[config.mk]
export PLATFORM = sky130hd
export DESIGN_NAME = demux_buf_flat
export DESIGN_NICKNAME = d
export VERILOG_FILES = /design/src/rtl/demux_buf_if.sv /design/src/rtl/demux_buf.sv /design/src/flat_wrapper.sv
export SDC_FILE = /design/constraint.sdc
export NUM_CORES = 1
export LEC_CHECK = 0
export ABC_CLOCK_PERIOD_IN_PS = 4150
export CORE_AREA = 4 4 140 142
export CTS_CLUSTER_DIAMETER = 80
export DETAILED_ROUTE_END_ITERATION = 10
export DIE_AREA = 0 0 144 146
export PLACE_DENSITY = 0.52
export SETUP_SLACK_MARGIN = 0.15
export SYNTH_ARGS = -nofsm -noshare
export SYNTH_HDL_FRONTEND = slang
export SYNTH_SLANG_ARGS = --single-unit
[constraint.sdc]
create_clock -name clk -period 4.15 [get_ports clk]
set_input_delay 0.6225 -clock clk [delete_from_list [all_inputs] [get_ports clk]]
set_output_delay 0.6225 -clock clk [all_outputs]
set_load 0.01 [all_outputs]
[src/rtl/demux_buf_if.sv]
// Producer/consumer bundle for demux_buf: one write port fanning out to 31 holding lanes.
// The err_cnt signal exists only when DEMUX_BUF_ERR_CNT_EN is defined.
interface demux_buf_if #(parameter int DW = 2);
    logic          in_valid;
    logic          in_ready;
    logic [4:0]    sel;
    logic [DW-1:0] inp;
    logic [DW-1:0] out0,  out1,  out2,  out3,  out4,  out5,  out6,  out7;
    logic [DW-1:0] out8,  out9,  out10, out11, out12, out13, out14, out15;
    logic [DW-1:0] out16, out17, out18, out19, out20, out21, out22, out23;
    logic [DW-1:0] out24, out25, out26, out27, out28, out29, out30;
    logic [30:0]   out_valid;
    logic [30:0]   out_ack;
    logic          sel_err;
`ifdef DEMUX_BUF_ERR_CNT_EN
    logic [7:0]    err_cnt;
`endif

    // Producer and lane consumers, seen from outside the block.
    modport master (
        output in_valid, sel, inp, out_ack,
        input  in_ready, out_valid, sel_err,
`ifdef DEMUX_BUF_ERR_CNT_EN
        input  err_cnt,
`endif
        input  out0,  out1,  out2,  out3,  out4,  out5,  out6,  out7,
               out8,  out9,  out10, out11, out12, out13, out14, out15,
               out16, out17, out18, out19, out20, out21, out22, out23,
               out24, out25, out26, out27, out28, out29, out30
    );

    modport slave (
        input  in_valid, sel, inp, out_ack,
        output in_ready, out_valid, sel_err,
`ifdef DEMUX_BUF_ERR_CNT_EN
        output err_cnt,
`endif
        output out0,  out1,  out2,  out3,  out4,  out5,  out6,  out7,
               out8,  out9,  out10, out11, out12, out13, out14, out15,
               out16, out17, out18, out19, out20, out21, out22, out23,
               out24, out25, out26, out27, out28, out29, out30
    );
endinterface

[src/rtl/demux_buf.sv]
// One-write-per-cycle demultiplexer into 31 single-entry holding lanes with per-lane ack.
// Optional saturating illegal-select counter enabled by DEMUX_BUF_ERR_CNT_EN.
module demux_buf #(
    parameter int DW = 2
) (
    input logic       clk,
    input logic       rst_n,
    demux_buf_if.slave bus
);
    localparam int         NL          = 31;
    localparam logic [4:0] SEL_ILLEGAL = 5'd31;

    logic [NL-1:0][DW-1:0] data_q, data_d;
    logic [NL-1:0]         valid_q, valid_d;
    logic                  sel_err_q, sel_err_d;
    logic                  sel_legal, ready, wr_en;

    always_comb begin
        // NOTE: every signal gets a default before any branch; a path that skips one infers a latch.
        sel_legal = (bus.sel != SEL_ILLEGAL);
        ready     = 1'b1;
        data_d    = data_q;
        valid_d   = valid_q & ~bus.out_ack;
        // Readiness depends only on lane state and ack, never on in_valid.
        if (sel_legal) begin
            ready = !valid_q[bus.sel] || bus.out_ack[bus.sel];
        end
        wr_en = bus.in_valid && ready && sel_legal;
        if (wr_en) begin
            valid_d[bus.sel] = 1'b1;
            data_d[bus.sel]  = bus.inp;
        end
        sel_err_d = bus.in_valid && !sel_legal;
    end

    always_ff @(posedge clk) begin
        // NOTE: state uses non-blocking assignments so every register samples pre-edge values.
        if (!rst_n) begin
            // NOTE: lane data is reset as well, because the lanes are visible outputs that must read zero.
            data_q    <= '0;
            valid_q   <= '0;
            sel_err_q <= 1'b0;
        end else begin
            data_q    <= data_d;
            valid_q   <= valid_d;
            sel_err_q <= sel_err_d;
        end
    end

`ifdef DEMUX_BUF_ERR_CNT_EN
    logic [7:0] err_cnt_q;

    // Counts alongside the sel_err pulse it accompanies, sticking at 255.
    always_ff @(posedge clk) begin
        if (!rst_n) begin
            err_cnt_q <= 8'd0;
        end else if (sel_err_d && (err_cnt_q != 8'hFF)) begin
            err_cnt_q <= err_cnt_q + 8'd1;
        end
    end

    assign bus.err_cnt = err_cnt_q;
`endif

    assign bus.in_ready  = ready;
    assign bus.out_valid = valid_q;
    assign bus.sel_err   = sel_err_q;

    assign bus.out0  = data_q[0];
    assign bus.out1  = data_q[1];
    assign bus.out2  = data_q[2];
    assign bus.out3  = data_q[3];
    assign bus.out4  = data_q[4];
    assign bus.out5  = data_q[5];
    assign bus.out6  = data_q[6];
    assign bus.out7  = data_q[7];
    assign bus.out8  = data_q[8];
    assign bus.out9  = data_q[9];
    assign bus.out10 = data_q[10];
    assign bus.out11 = data_q[11];
    assign bus.out12 = data_q[12];
    assign bus.out13 = data_q[13];
    assign bus.out14 = data_q[14];
    assign bus.out15 = data_q[15];
    assign bus.out16 = data_q[16];
    assign bus.out17 = data_q[17];
    assign bus.out18 = data_q[18];
    assign bus.out19 = data_q[19];
    assign bus.out20 = data_q[20];
    assign bus.out21 = data_q[21];
    assign bus.out22 = data_q[22];
    assign bus.out23 = data_q[23];
    assign bus.out24 = data_q[24];
    assign bus.out25 = data_q[25];
    assign bus.out26 = data_q[26];
    assign bus.out27 = data_q[27];
    assign bus.out28 = data_q[28];
    assign bus.out29 = data_q[29];
    assign bus.out30 = data_q[30];
endmodule

[src/flat_wrapper.sv]
// flat-port wrapper written by rule: the top's interface ports become plain ports
module demux_buf_flat 
#(
    parameter int DW = 2
)
  (clk, rst_n, bus_in_valid, bus_sel, bus_inp, bus_out_ack, bus_in_ready, bus_out_valid, bus_sel_err, bus_out0, bus_out1, bus_out2, bus_out3, bus_out4, bus_out5, bus_out6, bus_out7, bus_out8, bus_out9, bus_out10, bus_out11, bus_out12, bus_out13, bus_out14, bus_out15, bus_out16, bus_out17, bus_out18, bus_out19, bus_out20, bus_out21, bus_out22, bus_out23, bus_out24, bus_out25, bus_out26, bus_out27, bus_out28, bus_out29, bus_out30);
  demux_buf_if #(.DW(DW)) bus_i ();
  input logic clk;
  input logic rst_n;
  input wire logic [$bits(bus_i.in_valid)-1:0] bus_in_valid;
  input wire logic [$bits(bus_i.sel)-1:0] bus_sel;
  input wire logic [$bits(bus_i.inp)-1:0] bus_inp;
  input wire logic [$bits(bus_i.out_ack)-1:0] bus_out_ack;
  output wire logic [$bits(bus_i.in_ready)-1:0] bus_in_ready;
  output wire logic [$bits(bus_i.out_valid)-1:0] bus_out_valid;
  output wire logic [$bits(bus_i.sel_err)-1:0] bus_sel_err;
  output wire logic [$bits(bus_i.out0)-1:0] bus_out0;
  output wire logic [$bits(bus_i.out1)-1:0] bus_out1;
  output wire logic [$bits(bus_i.out2)-1:0] bus_out2;
  output wire logic [$bits(bus_i.out3)-1:0] bus_out3;
  output wire logic [$bits(bus_i.out4)-1:0] bus_out4;
  output wire logic [$bits(bus_i.out5)-1:0] bus_out5;
  output wire logic [$bits(bus_i.out6)-1:0] bus_out6;
  output wire logic [$bits(bus_i.out7)-1:0] bus_out7;
  output wire logic [$bits(bus_i.out8)-1:0] bus_out8;
  output wire logic [$bits(bus_i.out9)-1:0] bus_out9;
  output wire logic [$bits(bus_i.out10)-1:0] bus_out10;
  output wire logic [$bits(bus_i.out11)-1:0] bus_out11;
  output wire logic [$bits(bus_i.out12)-1:0] bus_out12;
  output wire logic [$bits(bus_i.out13)-1:0] bus_out13;
  output wire logic [$bits(bus_i.out14)-1:0] bus_out14;
  output wire logic [$bits(bus_i.out15)-1:0] bus_out15;
  output wire logic [$bits(bus_i.out16)-1:0] bus_out16;
  output wire logic [$bits(bus_i.out17)-1:0] bus_out17;
  output wire logic [$bits(bus_i.out18)-1:0] bus_out18;
  output wire logic [$bits(bus_i.out19)-1:0] bus_out19;
  output wire logic [$bits(bus_i.out20)-1:0] bus_out20;
  output wire logic [$bits(bus_i.out21)-1:0] bus_out21;
  output wire logic [$bits(bus_i.out22)-1:0] bus_out22;
  output wire logic [$bits(bus_i.out23)-1:0] bus_out23;
  output wire logic [$bits(bus_i.out24)-1:0] bus_out24;
  output wire logic [$bits(bus_i.out25)-1:0] bus_out25;
  output wire logic [$bits(bus_i.out26)-1:0] bus_out26;
  output wire logic [$bits(bus_i.out27)-1:0] bus_out27;
  output wire logic [$bits(bus_i.out28)-1:0] bus_out28;
  output wire logic [$bits(bus_i.out29)-1:0] bus_out29;
  output wire logic [$bits(bus_i.out30)-1:0] bus_out30;
  assign bus_i.in_valid = bus_in_valid;
  assign bus_i.sel = bus_sel;
  assign bus_i.inp = bus_inp;
  assign bus_i.out_ack = bus_out_ack;
  assign bus_in_ready = bus_i.in_ready;
  assign bus_out_valid = bus_i.out_valid;
  assign bus_sel_err = bus_i.sel_err;
  assign bus_out0 = bus_i.out0;
  assign bus_out1 = bus_i.out1;
  assign bus_out2 = bus_i.out2;
  assign bus_out3 = bus_i.out3;
  assign bus_out4 = bus_i.out4;
  assign bus_out5 = bus_i.out5;
  assign bus_out6 = bus_i.out6;
  assign bus_out7 = bus_i.out7;
  assign bus_out8 = bus_i.out8;
  assign bus_out9 = bus_i.out9;
  assign bus_out10 = bus_i.out10;
  assign bus_out11 = bus_i.out11;
  assign bus_out12 = bus_i.out12;
  assign bus_out13 = bus_i.out13;
  assign bus_out14 = bus_i.out14;
  assign bus_out15 = bus_i.out15;
  assign bus_out16 = bus_i.out16;
  assign bus_out17 = bus_i.out17;
  assign bus_out18 = bus_i.out18;
  assign bus_out19 = bus_i.out19;
  assign bus_out20 = bus_i.out20;
  assign bus_out21 = bus_i.out21;
  assign bus_out22 = bus_i.out22;
  assign bus_out23 = bus_i.out23;
  assign bus_out24 = bus_i.out24;
  assign bus_out25 = bus_i.out25;
  assign bus_out26 = bus_i.out26;
  assign bus_out27 = bus_i.out27;
  assign bus_out28 = bus_i.out28;
  assign bus_out29 = bus_i.out29;
  assign bus_out30 = bus_i.out30;
  demux_buf #(.DW(DW)) u_core (.clk(clk), .rst_n(rst_n), .bus(bus_i));
endmodule
# Word level (Yosys, flattened, before mapping)
# Index checks and enable logic that the tools add are counted.
# word_totals
reg_bits	94
latch_bits	0
ram_bits	0
mem_bits_ro	0
inputBits	41
memories	0
# classes
addsub	0
n_mul	0
n_div	0
n_lt_le_gt_ge	2
eq_ne	1
shifts	0
mux	11
bitwise_logic	3
reduce_logical	7
# op_table
cell	n
$bwmux W62	1
$and A31 B31 Y31	1
$mux W31	1
$not A31 Y31	1
$or A31 B31 Y31	1
$bmux W1 S5	2
$demux W2 S5	1
$lt A5 B6 Y1 const B	1
$demux W1 S5	1
$ge A5 B1 Y1 const B	1
$ne A5 B5 Y1 const B	1
$logic_and A1 B1 Y1	4
$mux W1	4
$logic_not A1 Y1	2
$mux W2	1
$logic_or A1 B1 Y1	1

# Logic depth before layout (Yosys ltp)
# logic_depth
ltp_word	8
ltp_mapped	11
depth_no_buf	6

# Worst setup path before layout
# OpenSTA, ideal clock, no wires.
# synth_timing
path_kind	input port to output port
startpoint	input port bus_sel[0]
endpoint	output port bus_in_ready
arrival_ns	2.297
required_time_ns	3.527
slack_ns	1.231
path_stages	9
path_cell_list	buf_6 -> buf_8 -> buf_6 -> mux4_2 -> a221oi_2 -> o21ai_2 -> buf_6 -> nor2_1 -> inv_1
# synth_via
elab_chain_cells	5
word_cells_on_any_way	8
classes_between	eq/ne: 1; mux: 5; reduce/logical: 2
# synth_rtl
item	line_no	text
from (decl)	flat_wrapper.sv:11	input wire logic [$bits(bus_i.sel)-1:0] bus_sel;
$bmux W1 S5	demux_buf.sv:26	ready = !valid_q[bus.sel] || bus.out_ack[bus.sel];
$mux W1 (implied by the code)	demux_buf.sv:26	
$logic_not A1 Y1	demux_buf.sv:26	
$logic_or A1 B1 Y1	demux_buf.sv:26	
$mux W1 (*)	demux_buf.sv:25	if (sel_legal) begin
to (decl)	flat_wrapper.sv:14	output wire logic [$bits(bus_i.in_ready)-1:0] bus_in_ready;
# Mark *: on every way between the ends. The rest lies on a longest branch, timed or not. The select of a mux whose other input is x is not followed.

# Final worst setup path
# Ends and elaborated chain as after synthesis.

==> impl_metrics.toml <==
[synth]
yosysWarnings = 0
synth_edf_count = 0
ys_seq_area_share_pct = 41.9
syn-num-nets = 486
yosys-top-cells-area = "dfxtp_1 42%, mux2i_1 19%, o21ai_4 7.6%"
ys_types = 37
netlist_area_um2 = 4500
synthArstFlopShare_pct = 0
yosys.area.top_type_share_pct = 41.9
yosys.area.top_type = "dfxtp_1"
yosysMostFrequentCell = "dfxtp_1"
yosys-top-cells-count = "94 x dfxtp_1, 84 x mux2i_1, 64 x nand2_1, 32 x nand2b_1, 31 x a21oi_1"
ys.flop_type = "dfxtp_1"
ys_ff_latch = 94
syn_inst = 445
synth.avg_cell_area_um2 = 10.1

[floorplanning]
rows = 50
die_width_um = 144
dieArea_um2 = 21000
num_io_pins = 136
core_um2 = 18500
die_h_um = 146
initial_core_util_pct = 24.4

[final_layout]
nets = 607
fin_cells = 803
largest_register_ffs = 31
num_antenna_cells = 0
drive_gt1_share_pct = 11.1
regArea_um2 = 1880
multiInputGateArea_um2 = 2410
fill_cells = 1803
finish.utilization_pct = 34.2
area.growth.synth_to_final_pct = 40.4

[timing]
finalCriticalPeriod_ns = 3.74
hold_viol_final = 0
fin_tns_setup_ns = 0
rsz0062_at_grt = "no"
relSlewSlack_pct = 44.4
max_freq_mhz = 268
tightestPinTransition_ns = 0.835
post-route-period-util_pct = 90.0
setup_ws_ns = 0.413
setup_viol = 0
slew_violations = 0
clock-skew-final_ns = 0.00774

[clocking]
clkSlewWorstSetupHoldPaths_ns = 0.06
ctsHoldBuffers = 0
cts_resized = 0
ctsRootBufferMaster = "clkbuf_16"
clk_path_buf_depth = 2
cts_tree = "built"
htreeDepth = 3
post_cts_buffers = 0
cts_buffers = 9
cts_num_sinks = 94
insertion_delay_ns = 0.35

[global_route]
grt-ovfl-total = 0
grt_antenna_before_repair = 0
grt_pass1_wl_mm = 23.0
grt_pass1_vias = 3940
grtUsageTotal_pct = 14.3
grt_max_degree = 36

[pwr]
power_frac_clock_pct = 42.4
power_density_nw_per_um2 = 314
p_leak_uw = 0.00248
p_int_uw = 1490
max-vdd-ir-drop_uv = 204
power.switching_uw = 493
sequentialPowerShare_pct = 46.1
netSwitchingFraction_pct = 24.9
report.power.total_uw = 1980
comb_power_share_pct = 11.5

[routing]
dr.pass1.iters = 4
drt_iter0_markers = 95
remaining_drc_errors = 0
antenna_left = 0
viasPerCell = 4.52
wl_per_cell_um = 18.4
wl_mm = 14.8
num_vias = 3631

[worst_setup_path]
worstPathRequired_ns = 3.53
crit_arrival_ns = 3.11
end_kind = "primary output"
path_cells = "buf_2, buf_4, mux2i_1, o22ai_1, or3_1, a21oi_4, nor2_1, inv_1, clkdlybuf4s50_1"
r2r_end = "u_core.bus.out6[1]"
slowest_delay_ns = 0.57
crit_fanout = 26
reg2reg_slack_ns = 1.52
cp_slowest_cell = "buf_2"
reg2reg_depth = 7
critPathKind = "input pin to primary output"
r2r-start = "u_core.bus.out_valid[26]"
start_kind = "input pin"

[placement]
gp_congestion = 0.887
placed_cells = 789
port_buffers = 135
preCtsSetupSlack_ns = 0.416
place_hpwl_mm = 11.1

[min_path]
hold_path_depth = 2
hold_end = "u_core.bus.out1[1]"
hp-class = "flip-flop to flip-flop"
min_from = "u_core.bus.out1[1]"

[flow_run]
drv_cap = 0

[run_status]
status = "complete, no violations"
==> power groups by stage <==
stage               clock (uW)  sequential [uW]  combinational, uW
floorplan                    0              936                143
global placement             0              934                231
detailed placement           0              934                232
CTS                        877              913                233
global route               904              913                245
finish                     839              913                228
==> final cells by class <==
class	instances	share of cell area, %
Sequential cell	94	29.8
Clock inverter	3	0.714
Tap cell	234	4.64
Inverter	6	0.357
Timing Repair Buffer	144	22.3
Clock buffer	11	4.00
Multi-Input combinational cell	311	38.2
==> how the worst max path moves through the flow <==
| stage | start | endpoint | slack, ns | cells past startpoint |
|---|---|---|---|---|
| finish | bus_sel[0] | bus_in_ready | 0.41 | 9 |
| detailed placement | bus_sel[0] | bus_in_ready | 0.42 | 9 |
| floorplan | bus_sel[0] | bus_in_ready | 1.23 | 9 |
| global placement | bus_sel[0] | bus_in_ready | 0.47 | 9 |
| global route | bus_sel[0] | bus_in_ready | 0.25 | 9 |
| CTS | bus_sel[0] | bus_in_ready | 0.42 | 9 |
==> worst max-delay path: cells and delay by family <==
kind | cells | cell delay [ns]
AO/OA/AOI/OAI | 2 | 0.26
buffers and inverters | 4 | 1.51
AND/OR/NAND/NOR | 2 | 0.47
multiplexers | 1 | 0.23
==> cells by family after synthesis <==
group,count (synthesis),share of synthesized area [%]
mux,88,20.7
compound gates,78,17.2
simple gates,145,15.3
buf+inv,40,4.90
flops,94,41.9
==> metal layers <==
layer  track usage (%)  wire, um  up-vias
met2              22.9      6910       95
met4              4.24       238        0
met1              18.1      6610     1742
met5                 0         0        -
li1                  -         -     1775
met3              5.00      1050       19
==> placed cells by master, fill, tap and decap left out, drive strengths merged <==
master,netlist,layout
o221ai,1,1
nor3,3,3
nand3b,5,5
nor4,1,1
o21ai,27,27
a22oi,1,1
buf,15,11
or3,3,3
clkdlybuf4s50,0,133
nand2,64,64
dfxtp,94,94
or3b,4,4
a21oi,32,32
clkbuf,19,11
o22a,1,1
inv,6,6
and3b,1,1
mux4,4,4
mux2i,84,84
o22ai,7,7
nand3,2,2
clkinvlp,0,2
nor3b,1,1
nand2b,32,32
a221oi,1,1
o211ai,7,7
nor2,29,29
o32ai,1,1
bufinv,0,1
==> per-stage QoR <==
step,area [um2],hold slack (ns)
global placement,6010,0.448
CTS,6310,0.462
global route,6310,0.478
floorplan,4500,0.483
finish,6310,0.457
detailed placement,6010,0.453
Note: power is estimated with default switching activity, not from simulation.
